### src/rtl/bgpu_reset_sequencer.sv
// BGPU clock/reset sequencer: pulses the PLL reset, qualifies lock, then releases per-domain resets in order.
// Optional RESET_SEQ_LOCK_TIMEOUT_EN: re-reset the PLL when lock never arrives and count the retries.
module bgpu_reset_sequencer #(
    parameter int NumDomains        = 2,
    parameter int CntWidth          = 16,
    parameter int PllResetCycles    = 8,
    parameter int LockStableCycles  = 64,
    parameter int ReleaseGapCycles  = 16,
    parameter int LockTimeoutCycles = 4096
) (
    input  logic                  clk_i,
    input  logic                  rst_i,
    input  logic                  pll_locked_i,
    input  logic                  sw_reset_req_i,
    output logic                  pll_reset_o,
    output logic [NumDomains-1:0] domain_rst_no,
    output logic                  ready_o,
    output logic [2:0]            state_o,
    output logic                  lock_lost_o,
    output logic [7:0]            retries_o
);

    // state     | meaning
    // PLL_RESET | pll_reset_o held high for PllResetCycles
    // WAIT_LOCK | waiting for synchronized lock
    // STABLE    | lock must hold for LockStableCycles in a row
    // RELEASE   | domain resets released one by one, ReleaseGapCycles apart
    // RUN       | all domains out of reset, ready_o high
    typedef enum logic [2:0] {
        S_PLL_RESET = 3'd0,
        S_WAIT_LOCK = 3'd1,
        S_STABLE    = 3'd2,
        S_RELEASE   = 3'd3,
        S_RUN       = 3'd4
    } state_e;

    localparam logic [CntWidth-1:0] PllResetLast = CntWidth'(PllResetCycles - 1);
    localparam logic [CntWidth-1:0] StableLast   = CntWidth'(LockStableCycles - 1);
    localparam logic [CntWidth-1:0] ReleaseLast  = CntWidth'((NumDomains - 1) * ReleaseGapCycles);

    if (NumDomains < 1 || PllResetCycles < 1 || LockStableCycles < 1 || ReleaseGapCycles < 1
        || LockTimeoutCycles < 1
        || longint'(PllResetCycles) >= (longint'(1) << CntWidth)
        || longint'(LockStableCycles) >= (longint'(1) << CntWidth)
        || longint'(LockTimeoutCycles) >= (longint'(1) << CntWidth)
        || longint'(NumDomains - 1) * longint'(ReleaseGapCycles) >= (longint'(1) << CntWidth))
    begin : g_param_check
        $error("bgpu_reset_sequencer: cycle parameters out of range for CntWidth");
    end

    logic [1:0]            lock_sync_q;
    logic                  lock_s;
    state_e                state_q, state_d;
    logic [CntWidth-1:0]   cnt_q, cnt_d;
    logic                  pll_reset_q, pll_reset_d;
    logic [NumDomains-1:0] dom_q, dom_d;
    logic                  ready_q, ready_d;
    logic                  lock_lost_q, lock_lost_d;
    logic [31:0]           rel_pos;

    assign lock_s  = lock_sync_q[1];
    assign rel_pos = 32'(cnt_q) + 32'd1;

`ifdef RESET_SEQ_LOCK_TIMEOUT_EN
    localparam logic [CntWidth-1:0] TimeoutLast = CntWidth'(LockTimeoutCycles - 1);
    logic       timeout_hit;
    logic [7:0] retries_q;
`endif

    always_ff @(posedge clk_i or posedge rst_i) begin
        if (rst_i) begin
            lock_sync_q <= '0;
            state_q     <= S_PLL_RESET;
            cnt_q       <= '0;
            pll_reset_q <= 1'b1;
            dom_q       <= '0;
            ready_q     <= 1'b0;
            lock_lost_q <= 1'b0;
        end else begin
            lock_sync_q <= {lock_sync_q[0], pll_locked_i};
            state_q     <= state_d;
            cnt_q       <= cnt_d;
            pll_reset_q <= pll_reset_d;
            dom_q       <= dom_d;
            ready_q     <= ready_d;
            lock_lost_q <= lock_lost_d;
        end
    end

    always_comb begin
        state_d = state_q;
        cnt_d   = cnt_q + CntWidth'(1);
`ifdef RESET_SEQ_LOCK_TIMEOUT_EN
        timeout_hit = 1'b0;
`endif
        unique case (state_q)
            S_PLL_RESET: begin
                if (cnt_q == PllResetLast) begin
                    state_d = S_WAIT_LOCK;
                    cnt_d   = '0;
                end
            end
            S_WAIT_LOCK: begin
                if (lock_s) begin
                    state_d = S_STABLE;
                    cnt_d   = '0;
                end
`ifdef RESET_SEQ_LOCK_TIMEOUT_EN
                else if (cnt_q == TimeoutLast) begin
                    state_d     = S_PLL_RESET;
                    cnt_d       = '0;
                    timeout_hit = 1'b1;
                end
`else
                else begin
                    cnt_d = '0;
                end
`endif
            end
            S_STABLE: begin
                if (!lock_s) begin
                    state_d = S_WAIT_LOCK;
                    cnt_d   = '0;
                end else if (cnt_q == StableLast) begin
                    state_d = S_RELEASE;
                    cnt_d   = '0;
                end
            end
            S_RELEASE, S_RUN: begin
                // Lock loss outranks a software request: never re-release on an unlocked clock.
                if (!lock_s) begin
                    state_d = S_WAIT_LOCK;
                    cnt_d   = '0;
                end else if (sw_reset_req_i) begin
                    state_d = S_STABLE;
                    cnt_d   = '0;
                end else if (state_q == S_RUN) begin
                    cnt_d = '0;
                end else if (cnt_q == ReleaseLast) begin
                    state_d = S_RUN;
                    cnt_d   = '0;
                end
            end
            default: begin
                state_d = S_PLL_RESET;
                cnt_d   = '0;
            end
        endcase
    end

    // Outputs are decoded from the next state so every output flop lines up with state_q.
    always_comb begin
        pll_reset_d = (state_d == S_PLL_RESET);
        ready_d     = (state_d == S_RUN);
        lock_lost_d = lock_lost_q | ((state_q == S_RUN) & ~lock_s);
        dom_d       = '0;
        if (state_d == S_RUN) begin
            dom_d = '1;
        end else if (state_d == S_RELEASE) begin
            for (int k = 0; k < NumDomains; k++) begin
                dom_d[k] = (state_q == S_RELEASE) ? (rel_pos >= 32'(k * ReleaseGapCycles))
                                                  : (k == 0);
            end
        end
    end

`ifdef RESET_SEQ_LOCK_TIMEOUT_EN
    always_ff @(posedge clk_i or posedge rst_i) begin
        if (rst_i) begin
            retries_q <= '0;
        end else if (timeout_hit && retries_q != 8'hFF) begin
            retries_q <= retries_q + 8'd1;
        end
    end
    assign retries_o = retries_q;
`else
    assign retries_o = '0;
`endif

    assign pll_reset_o   = pll_reset_q;
    assign domain_rst_no = dom_q;
    assign ready_o       = ready_q;
    assign state_o       = state_q;
    assign lock_lost_o   = lock_lost_q;

endmodule

### config.mk
export PLATFORM = sky130hd
export DESIGN_NAME = bgpu_reset_sequencer
export DESIGN_NICKNAME = d
export VERILOG_FILES = /design/src/rtl/bgpu_reset_sequencer.sv
export SDC_FILE = /design/constraint.sdc
export NUM_CORES = 1
export LEC_CHECK = 0
export CAP_MARGIN = 20
export CORE_MARGIN = 5
export CORE_UTILIZATION = 50
export DETAILED_ROUTE_END_ITERATION = 12
export PLACE_DENSITY = 0.76
export SKIP_CTS_REPAIR_TIMING = 1
export SLEW_MARGIN = 20
export SYNTH_ARGS = -nofsm -noshare
export SYNTH_HDL_FRONTEND = slang
export SYNTH_SLANG_ARGS = --single-unit
### constraint.sdc
create_clock -name clk_i -period 6 [get_ports clk_i]
set_input_delay 1.2 -clock clk_i [delete_from_list [all_inputs] [get_ports clk_i]]
set_output_delay 1.2 -clock clk_i [all_outputs]
set_load 0.03 [all_outputs]
### Word level (Yosys, flattened, before mapping)

Cells that the tools add are included.

| storage, ports and cells | value |
|---|---|
| output and inout bits | 16 |
| input bits | 4 |
| register bits after elaboration | 26 |
| word-level logic and storage cells | 47 |

| cells by class | value |
|---|---|
| $add $sub $neg | 2 |
| $lt $le $gt $ge | 2 |
| bitwise operators | 3 |
| equality and inequality tests | 9 |
| reduce and logical (&&, ||, !) cells | 3 |
| multiplexer cells | 21 |

Operator list:

| operator | number |
|---|---|
| 16-bit two-way mux | 7 |
| 16-bit one-hot mux with 3 select lines | 1 |
| 3-bit two-way mux | 8 |
| 16-bit by 1-bit adder with 17-bit output (second input constant) | 1 |
| 17-bit by 1-bit greater-or-equal comparator with 1-bit output (second input constant) | 1 |
| 17-bit by 5-bit greater-or-equal comparator with 1-bit output (second input constant) | 1 |
| 16-bit by 1-bit adder with 16-bit output (second input constant) | 1 |
| 16-bit by 3-bit == test with 1-bit output (second input constant) | 1 |
| 16-bit by 5-bit == test with 1-bit output (second input constant) | 1 |
| 16-bit by 6-bit == test with 1-bit output (second input constant) | 1 |
| 3-bit one-hot mux with 4 select lines | 1 |
| 3-bit by 2-bit == test with 1-bit output (second input constant) | 3 |
| 3-bit == test (second input constant) | 2 |
| 3-bit zero test | 2 |
| 2-bit two-way mux | 2 |
| 3-bit by 1-bit == test with 1-bit output (second input constant) | 1 |
| 1-bit two-way mux | 2 |
| 2-bit OR reduction | 1 |
| 1-bit AND | 1 |
| 1-bit NOT | 1 |
| 1-bit OR | 1 |

### Logic depth before layout (Yosys ltp)

Gate-level depths: netlist (run 1).

| depth | value |
|---|---|
| depth after elaboration | 9 |
| depth in mapped cells | 8 |
| mapped depth without buffers | 7 |

### Worst setup path before layout (run 1)

OpenSTA, ideal clock, no wires.

| timing path | value |
|---|---|
| path kind | reg-to-reg |
| start | register cnt_q[14] |
| end | register cnt_q[0] |
| path buffers | 2 |
| clock period less this slack | 2.117 ns |
| arrival | 1.972 ns |
| required time | 5.855 ns |
| setup slack | 3.883 ns |
| setup time | 0.145 ns |
| stages on the path, launching flop included | 8 |
| cells stage by stage | dfrtp_1 > buf_12 > or4_4 > nor4_4 > nor3b_2 > o211ai_4 > buf_12 > a211oi_2 |

| on the way | value |
|---|---|
| word-level cells in the longest chain between the ends | 6 |
| elaborated cells between the ends (all ways) | 11 |
| those cells by class | 3 x eq/ne; 8 x mux |

RTL lines:

| what | RTL line | RTL |
|---|---|---|
| from (decl) | 54 | `logic [CntWidth-1:0] cnt_q, cnt_d;` |
| from (signal assigned) | 82 | `cnt_q <= cnt_d;` |
| 16-bit by 5-bit == test with 1-bit output | 139 | `end else if (cnt_q == ReleaseLast) begin` |
| 16-bit two-way mux | 139 |  |
| 16-bit two-way mux | 137 | `end else if (state_q == S_RUN) begin` |
| 16-bit two-way mux | 134 | `end else if (sw_reset_req_i) begin` |
| 16-bit two-way mux | 131 | `if (!lock_s) begin` |
| 16-bit one-hot mux with 3 select lines (*) | 96 | `unique case (state_q)` |
| via cnt_d[0] | 54 |  |

The timed path passes the listed nets; every way through them passes the cells marked *.

### Worst setup path after layout (run 1)

| timing path | value |
|---|---|
| start | register state_q[2], in the netlist state_o[2] |
| end | output state_o[2] |

RTL lines:

| what | RTL line | RTL |
|---|---|---|
| from (decl) | 53 | `state_e state_q, state_d;` |
| from (signal assigned) | 81 | `state_q <= state_d;` |
| to (decl) | 18 | `output logic [2:0] state_o,` |

No word-level cell between the ends.

==> impl_metrics.ini, run 1 <==
[drt]
vias = 1263
drt_iter0_markers = 98
wl_per_cell_um = 15.4
vias_per_cell = 5.74
drc_errors = 0
dr.pass1.iters = 5
wl_mm = 3.39
drtAntennaViolNets = 0

[floorplan]
io_pins = 20
initial_core_util_pct = 52.1
num_rows = 21
die_x_um = 69.2
core_area_mm2 = 0.00336
die_h_um = 69.2
dieArea_mm2 = 0.00479

[timing]
slew_viol_final = 0
fin_setup_tns_ns = 0
setup_violations = 0
worst_slew_pin_slew_ns = 0.965
max-slew-margin-rel_pct = 35.7
rsz0062_at_grt = no
min_period_over_period_pct = 55.9
clock_skew_ns = 0.00320
fin_crit_ns = 3.35
hold_viol = 0
max_clock_freq_mhz = 298

[job]
cap_viol_max_count = 0

[power_and_ir_drop]
p_leak_uw = 0.000699
pwr_density_cell_mw_per_mm2 = 303
peakVddDrop_uv = 159

[layout]
layout_commonest_cell = dfrtp_1
final_area_mm2 = 0.00183
n_fill_cell = 326
finalNonFillerCells = 220
fin_nets = 181
utilization_pct = 54.3
area_growth_syn_to_layout_pct = 4.21
layout_common_cells = dfrtp_1, nand2_1, xnor2_1, clkdlybuf4s50_1, inv_1
final_layout_size_suffix_gt1_share_pct = 17.2
antenna_cells = 0

[setup_path]
critPathKind = reg -> out
rrSetupSlack_ns = 3.38
crit_path_max_incr_delay_ns = 1.00
worst-path-stages = 1
worstPathRequired_ns = 4.80
worstPathCellList = clkdlybuf4s50_1
critPathTopFamily = flip-flops
worst_r2r_path_depth = 5
critPathMaxFanout = 25
worstPathArrival_ns = 2.15
crit_buf_inv = 1
rr_startpoint = state_o[2]
startpoint_type = register
cpMaxStageDelayCell = dfrtp_1
critPathCapture = state_o[2]
r2r_end = domain_rst_no[1]
timing.critical_path.from = state_o[2]
cp-end-kind = output port

[synthesis]
ys_types = 52
yosysSeqAreaShare_pct = 37.2
synth_fa_ha_area_share_pct = 2.00
synth_top_cell_by_area = dfrtp_1
async_flop_share_pct = 100
synth.cell_area_mm2 = 0.00175
syn_area_per_cell_um2 = 10.3
synthTopCellsByArea = dfrtp_1, xnor2_1, a211oi_2
synth-seq-cells = 26
synthMuxAreaShare_pct = 1.71
synth-edff-count = 0
synthSimpleGateAreaFrac_pct = 20.9
yosysWarningCount = 0
synth_flop_cell = dfrtp_1
synth_compound_area_share_pct = 18.0
synth_xor_area_share_pct = 8.00
synthCells = 170
synth.top_cell.area_share_pct = 35.7
synth_top_family_by_area = simple AND/OR/NAND/NOR gates

[clocking]
clk_pin_slew_ns = 0.14
clk_latency_ns = 0.32
cts_sinks = 26
cts_tree = built
root_buffer = clkbuf_4
cts_buffers = 3
clockBufferDepth = 2
htreeDepth = 1

[global_routing]
antenna_found_initial = 0
grt_pass1_wl_mm = 5.65
grt_start_max_net_pins = 27
first_global_vias = 1186
track_usage_pct = 13.9
grt-ovfl-total = 0

[placed_design]
placed_cell_area_mm2 = 0.00177
place.gp.congestion = 0.893
dp_cells = 216
dp_hpwl_mm = 2.40
port-buffer-count = 11

[outcome]
status = complete, no violations

[worst_hold_path]
hold_path.class = reg -> reg
==> metrics by stage <==
step / power (uW) / hold slack [ns] / worst slack (ns)
2_1_floorplan: 413 / 0.331 / 3.88
3_3_place_gp: 427 / 0.333 / 3.09
3_5_place_dp: 437 / 0.349 / 3.04
4_1_cts: 556 / 0.382 / 2.66
5_1_grt: 583 / 0.390 / 2.57
6_report: 552 / 0.387 / 2.65
==> cells by family (layout without fill, tap and decap cells) <==
group,count (synthesis),after routing
xor gates and xnor gates,16,16
and+or+nand+nor,58,58
adders and majority gates,3,3
buffers and inverters,28,25
AOI/OAI and AO/OA,35,35
DFF,26,26
muxes,3,3
other,1,8
==> area by class of cell <==
class | count | area (um2) | area share, %
Clock buffer | 3 | 22.5 | 1.23
Clock inverter | 1 | 30.0 | 1.64
Inverter | 10 | 37.5 | 2.06
Multi-Input combinational cell | 123 | 916 | 50.2
Sequential cell | 26 | 652 | 35.7
Tap cell | 46 | 57.6 | 3.15
Timing Repair Buffer | 11 | 110 | 6.03
==> registers in the layout, summed over array words and instances, names as in the netlist <==
signal,cells
ready_o,1
cnt_q,16
pll_reset_o,1
domain_rst_no,2
lock_sync_q,2
state_o,3
lock_lost_o,1
==> cell usage after synthesis, types with 2 or more instances <==
| master | number |
|---|---|
| and3_2 | 2 |
| nor2_1 | 8 |
| buf_12 | 2 |
| a211oi_1 | 7 |
| nand3b_1 | 2 |
| and2_1 | 3 |
| ha_1 | 2 |
| mux2i_1 | 3 |
| nor4_1 | 2 |
| inv_1 | 10 |
| a211oi_2 | 7 |
| nor3_1 | 4 |
| o21a_1 | 2 |
| a21oi_2 | 3 |
| xnor2_1 | 11 |
| a31o_2 | 2 |
| a21oi_1 | 2 |
| dfrtp_1 | 25 |
| nand2_1 | 11 |
| clkbuf_1 | 2 |
| and4_1 | 2 |
| nand2b_1 | 2 |
| nor4_2 | 2 |
| buf_4 | 9 |
| or4_4 | 2 |
| o211ai_1 | 2 |
| nand4_1 | 3 |
| clkbuf_8 | 3 |
| or4_2 | 2 |
| xor2_1 | 5 |
| nand3_1 | 7 |
==> worst min path at each step <==
stage | to | startpoint | slack (ns) | cells after the start
4_1_cts | lock_sync_q[1] | lock_sync_q[0] | 0.38 | 0
3_3_place_gp | lock_sync_q[1] | lock_sync_q[0] | 0.33 | 0
6_report | lock_sync_q[1] | lock_sync_q[0] | 0.39 | 0
5_1_grt | lock_sync_q[1] | lock_sync_q[0] | 0.39 | 0
3_5_place_dp | lock_sync_q[1] | lock_sync_q[0] | 0.35 | 0
2_1_floorplan | lock_sync_q[1] | lock_sync_q[0] | 0.33 | 0
==> metal layers <==
metal  track usage (%)  wire length, um  vias up
met5                 0                0        -
met4              3.69               38        0
met3              2.32              137        4
met2              22.0             1620       39
met1              19.6             1590      614
li1                  -                -      606
==> power breakdown <==
part / internal (uW) / switching, uW / total [uW]
combinational: 72.8 / 120 / 193
sequential: 200 / 39.7 / 240
clock: 67.5 / 51.8 / 119
Note: power is estimated with default switching activity, not from simulation.
==> run 2: changes to the inputs <==
- clock period: 6 -> 3.5 ns (I/O delays scaled with it)
==> run 2 against run 1 <==
  * Global-route usage increased by 1.0 points
  * Critical path type unchanged
  * Combinational power up 68%
  * Final cell count did not move
  * Largest power group unchanged
==> impl_metrics.ini, run 2 (synthesis results as in run 1) <==
[timing]
min_period_over_period_pct = 80.7
hold_viol = 0
slew_viol_final = 0
rsz0062_at_grt = no
worst_slew_pin_slew_ns = 0.900
fin_crit_ns = 2.82
setup_violations = 0
max_clock_freq_mhz = 354
clock_skew_ns = 0.00211
max-slew-margin-rel_pct = 40.0
fin_setup_tns_ns = 0

[floorplan]
die_x_um = 69.2
core_area_mm2 = 0.00336
die_h_um = 69.2
dieArea_mm2 = 0.00479
num_rows = 21
initial_core_util_pct = 52.1
io_pins = 20

[drt]
wl_per_cell_um = 15.7
dr.pass1.iters = 4
vias = 1268
drc_errors = 0
drt_iter0_markers = 56
drtAntennaViolNets = 0
vias_per_cell = 5.76
wl_mm = 3.46

[setup_path]
cpMaxStageDelayCell = dfrtp_1
critPathTopFamily = flip-flops
cp-end-kind = output port
worstPathRequired_ns = 2.80
worst_r2r_path_depth = 5
crit_buf_inv = 1
crit_path_max_incr_delay_ns = 0.96
startpoint_type = register
worstPathCellList = clkdlybuf4s50_1
critPathKind = reg -> out
critPathMaxFanout = 25
worst-path-stages = 1
worstPathArrival_ns = 2.12

[clocking]
cts_buffers = 3
clk_latency_ns = 0.34
cts_sinks = 26
clk_pin_slew_ns = 0.15
cts_tree = built
htreeDepth = 1
clockBufferDepth = 2
root_buffer = clkbuf_4

[power_and_ir_drop]
total_power_uw = 876
pwr_density_cell_mw_per_mm2 = 487
peakVddDrop_uv = 273
p_leak_uw = 0.000689

[placed_design]
placed_cell_area_mm2 = 0.00177
port-buffer-count = 11
place.gp.congestion = 0.859
dp_hpwl_mm = 2.44
dp_cells = 216

[global_routing]
first_global_vias = 1207
grt_pass1_wl_mm = 5.88
grt_start_max_net_pins = 27
track_usage_pct = 14.9
grt-ovfl-total = 0
antenna_found_initial = 0

[layout]
layout_commonest_cell = dfrtp_1
antenna_cells = 0
fin_nets = 181
largest_reg_flops = 16
final_area_mm2 = 0.00180
n_fill_cell = 301
area_growth_syn_to_layout_pct = 2.71
regMostFlops = cnt_q
finalNonFillerCells = 220
final_layout_size_suffix_gt1_share_pct = 17.2
layout_common_cells = dfrtp_1, nand2_1, xnor2_1, clkdlybuf4s50_1, inv_1

[worst_hold_path]
hold_path.class = reg -> reg
min_path_cells = 0

[job]
cap_viol_max_count = 0

[outcome]
status = complete, no violations
run 2: cell types whose count changed in the layout (fill, tap and decap cells not counted):
| cell | change |
|---|---|
| inv_2 | +1 |
| clkinv_1 | -1 |
| clkbuf_1 | +1 |
| bufinv_16 | -1 |
run 2: per-layer routing:
layer	track usage, %	vias to the layer above	wire [um]
met1	19.5	616	1510
met4	4.99	0	47
met2	24.5	41	1710
met5	0	-	0
met3	3.04	5	183
li1	-	606	-
run 2: final cells by class:
class | instances | area, um2 | share of cell area [%]
repair buffers | 11 | 110 | 6.12
well taps | 46 | 57.6 | 3.20
inverters | 10 | 37.5 | 2.09
clock buffers | 4 | 26.3 | 1.46
flip-flops and latches | 26 | 652 | 36.2
multi-input cells | 123 | 916 | 50.9
run 2: final timing paths:
kind,startpoint,endpoint,slack [ns]
max,state_o[2],state_o[2],0.68
max in group asynchronous,rst_i,pll_reset_o,2.41
min reg2reg,lock_sync_q[0],lock_sync_q[1],0.38
max reg2reg,cnt_q[8],cnt_q[10],0.96
min in group asynchronous,rst_i,ready_o,0.71
min,lock_sync_q[0],lock_sync_q[1],0.38
run 2: report_power, final:
group / internal, uW / switching [uW] / leakage [uW] / total (uW)
registers: 343 / 66.8 / 0.000349 / 410
logic: 123 / 201 / 0.000324 / 324
clock network: 44.9 / 97.4 / 0.0000150 / 142
run 2: metrics by stage:
step | util [%] | hold WS [ns] | setup slack [ns]
5_1_grt | 53.5 | 0.408 | 0.584
3_5_place_dp | 52.7 | 0.349 | 1.03
2_1_floorplan | - | 0.331 | 1.38
6_report | 53.5 | 0.375 | 0.676
3_3_place_gp | 52.7 | 0.336 | 1.02
4_1_cts | 53.5 | 0.382 | 0.682
==> run 3: changes to the inputs <==
- clock period: 3.5 -> 2.8 ns (I/O delays scaled with it)
==> run 3 against run 2 <==
  * Clock skew grew 0.0055 ns
  * Utilization up 0.97 points
  * Die area did not move
  * Power increased by 28%
  * Largest power group unchanged
  * Sequential share of layout area shrank 0.64 points
  * Sequential power increased by 25%
  * Register-to-register slack worse by 0.66 ns
  * Largest cell class unchanged
==> impl_metrics.ini, run 3 (synthesis results as in run 1) <==
[setup_path]
critPathMaxFanout = 16
rrSetupSlack_ns = 0.30
worstPathArrival_ns = 2.69
cp-end-kind = register
startpoint_type = register
critPathKind = reg -> reg
worstPathRequired_ns = 2.99

[drt]
wl_mm = 3.58
drc_errors = 0
dr.pass1.iters = 4
drtAntennaViolNets = 0
drt_iter0_markers = 44
vias = 1264
wl_per_cell_um = 16.0
vias_per_cell = 5.67

[floorplan]
die_x_um = 69.2
core_area_mm2 = 0.00336
io_pins = 20
dieArea_mm2 = 0.00479
initial_core_util_pct = 52.1
die_h_um = 69.2
num_rows = 21

[clocking]
cts_tree = built
clk_latency_ns = 0.33
htreeDepth = 1
cts_sinks = 26
clockBufferDepth = 2
root_buffer = clkbuf_4
cts_buffers = 3
clk_pin_slew_ns = 0.14

[power_and_ir_drop]
pwr_density_cell_mw_per_mm2 = 610
p_leak_uw = 0.000710
peakVddDrop_uv = 382
total_power_uw = 1120

[global_routing]
grt-ovfl-total = 0
track_usage_pct = 15.4
grt_pass1_wl_mm = 6.11
antenna_found_initial = 0
grt_start_max_net_pins = 25
first_global_vias = 1288

[layout]
layout_common_cells = dfrtp_1, nand2_1, xnor2_1, clkdlybuf4s50_1, inv_1
regMostFlops = cnt_q
final_layout_size_suffix_gt1_share_pct = 18.6
final_area_mm2 = 0.00183
layout_commonest_cell = dfrtp_1
utilization_pct = 54.5
fin_nets = 184
finalNonFillerCells = 223
antenna_cells = 0
largest_reg_flops = 16
area_growth_syn_to_layout_pct = 4.57

[placed_design]
placed_cell_area_mm2 = 0.00180
dp_hpwl_mm = 2.61
place.gp.congestion = 0.877
port-buffer-count = 11
dp_cells = 219

[job]
cap_viol_max_count = 0

[outcome]
status = complete, no violations

[timing]
fin_crit_ns = 2.50
max-slew-margin-rel_pct = 58.3
max_clock_freq_mhz = 400
hold_viol = 0
clock_skew_ns = 0.00763
slew_viol_final = 0
min_period_over_period_pct = 89.3
worst_slew_pin_slew_ns = 0.622
rsz0062_at_grt = no
fin_setup_tns_ns = 0
setup_violations = 0

[worst_hold_path]
hold_path.class = reg -> reg
==> run 3: final cells by class <==
class	instances	area, um2
fill	318	1530
multi-input combinational	123	916
sequential	26	652
timing repair buffer	14	133
tap	46	57.6
inverter	10	37.5
clock buffer	4	36.3
==> run 3: worst max-delay path: stages, from the launching register on <==
cell and delay (ns):
dfrtp_1 0.48, or4_2 0.73, nor4_4 0.30, nor3b_2 0.11, o211ai_4 0.55, a211oi_1 0.18
==> run 3: routing by layer <==
| layer | wire length (um) | up-vias | track usage (%) |
|---|---|---|---|
| met5 | 0 | - | 0 |
| met4 | 86 | 0 | 7.59 |
| met3 | 155 | 7 | 1.74 |
| met2 | 1790 | 38 | 26.2 |
| met1 | 1540 | 611 | 19.2 |
| li1 | - | 608 | - |
==> run 3: final timing paths <==
path,start,to,cells past startpoint
hold reg to reg,lock_sync_q[0],lock_sync_q[1],0
setup / recovery,cnt_q[5],cnt_q[10],5
min in group asynchronous,rst_i,state_o[0],2
max in group asynchronous,rst_i,cnt_q[1],3
hold / removal,lock_sync_q[0],lock_sync_q[1],0
setup reg to reg,cnt_q[5],cnt_q[10],5
==> run 3: power breakdown <==
| part | total [uW] | switching (uW) | internal, uW |
|---|---|---|---|
| Sequential | 514 | 85.0 | 429 |
| Clock | 192 | 113 | 79.7 |
| Combinational | 411 | 255 | 156 |
==> run 3: metrics by stage <==
| step | setup WS [ns] | hold slack [ns] |
|---|---|---|
| floorplan | 0.683 | 0.331 |
| global placement | 0.425 | 0.336 |
| detailed placement | 0.331 | 0.347 |
| CTS | 0.302 | 0.379 |
| global route | 0.184 | 0.400 |
| finish | 0.299 | 0.374 |
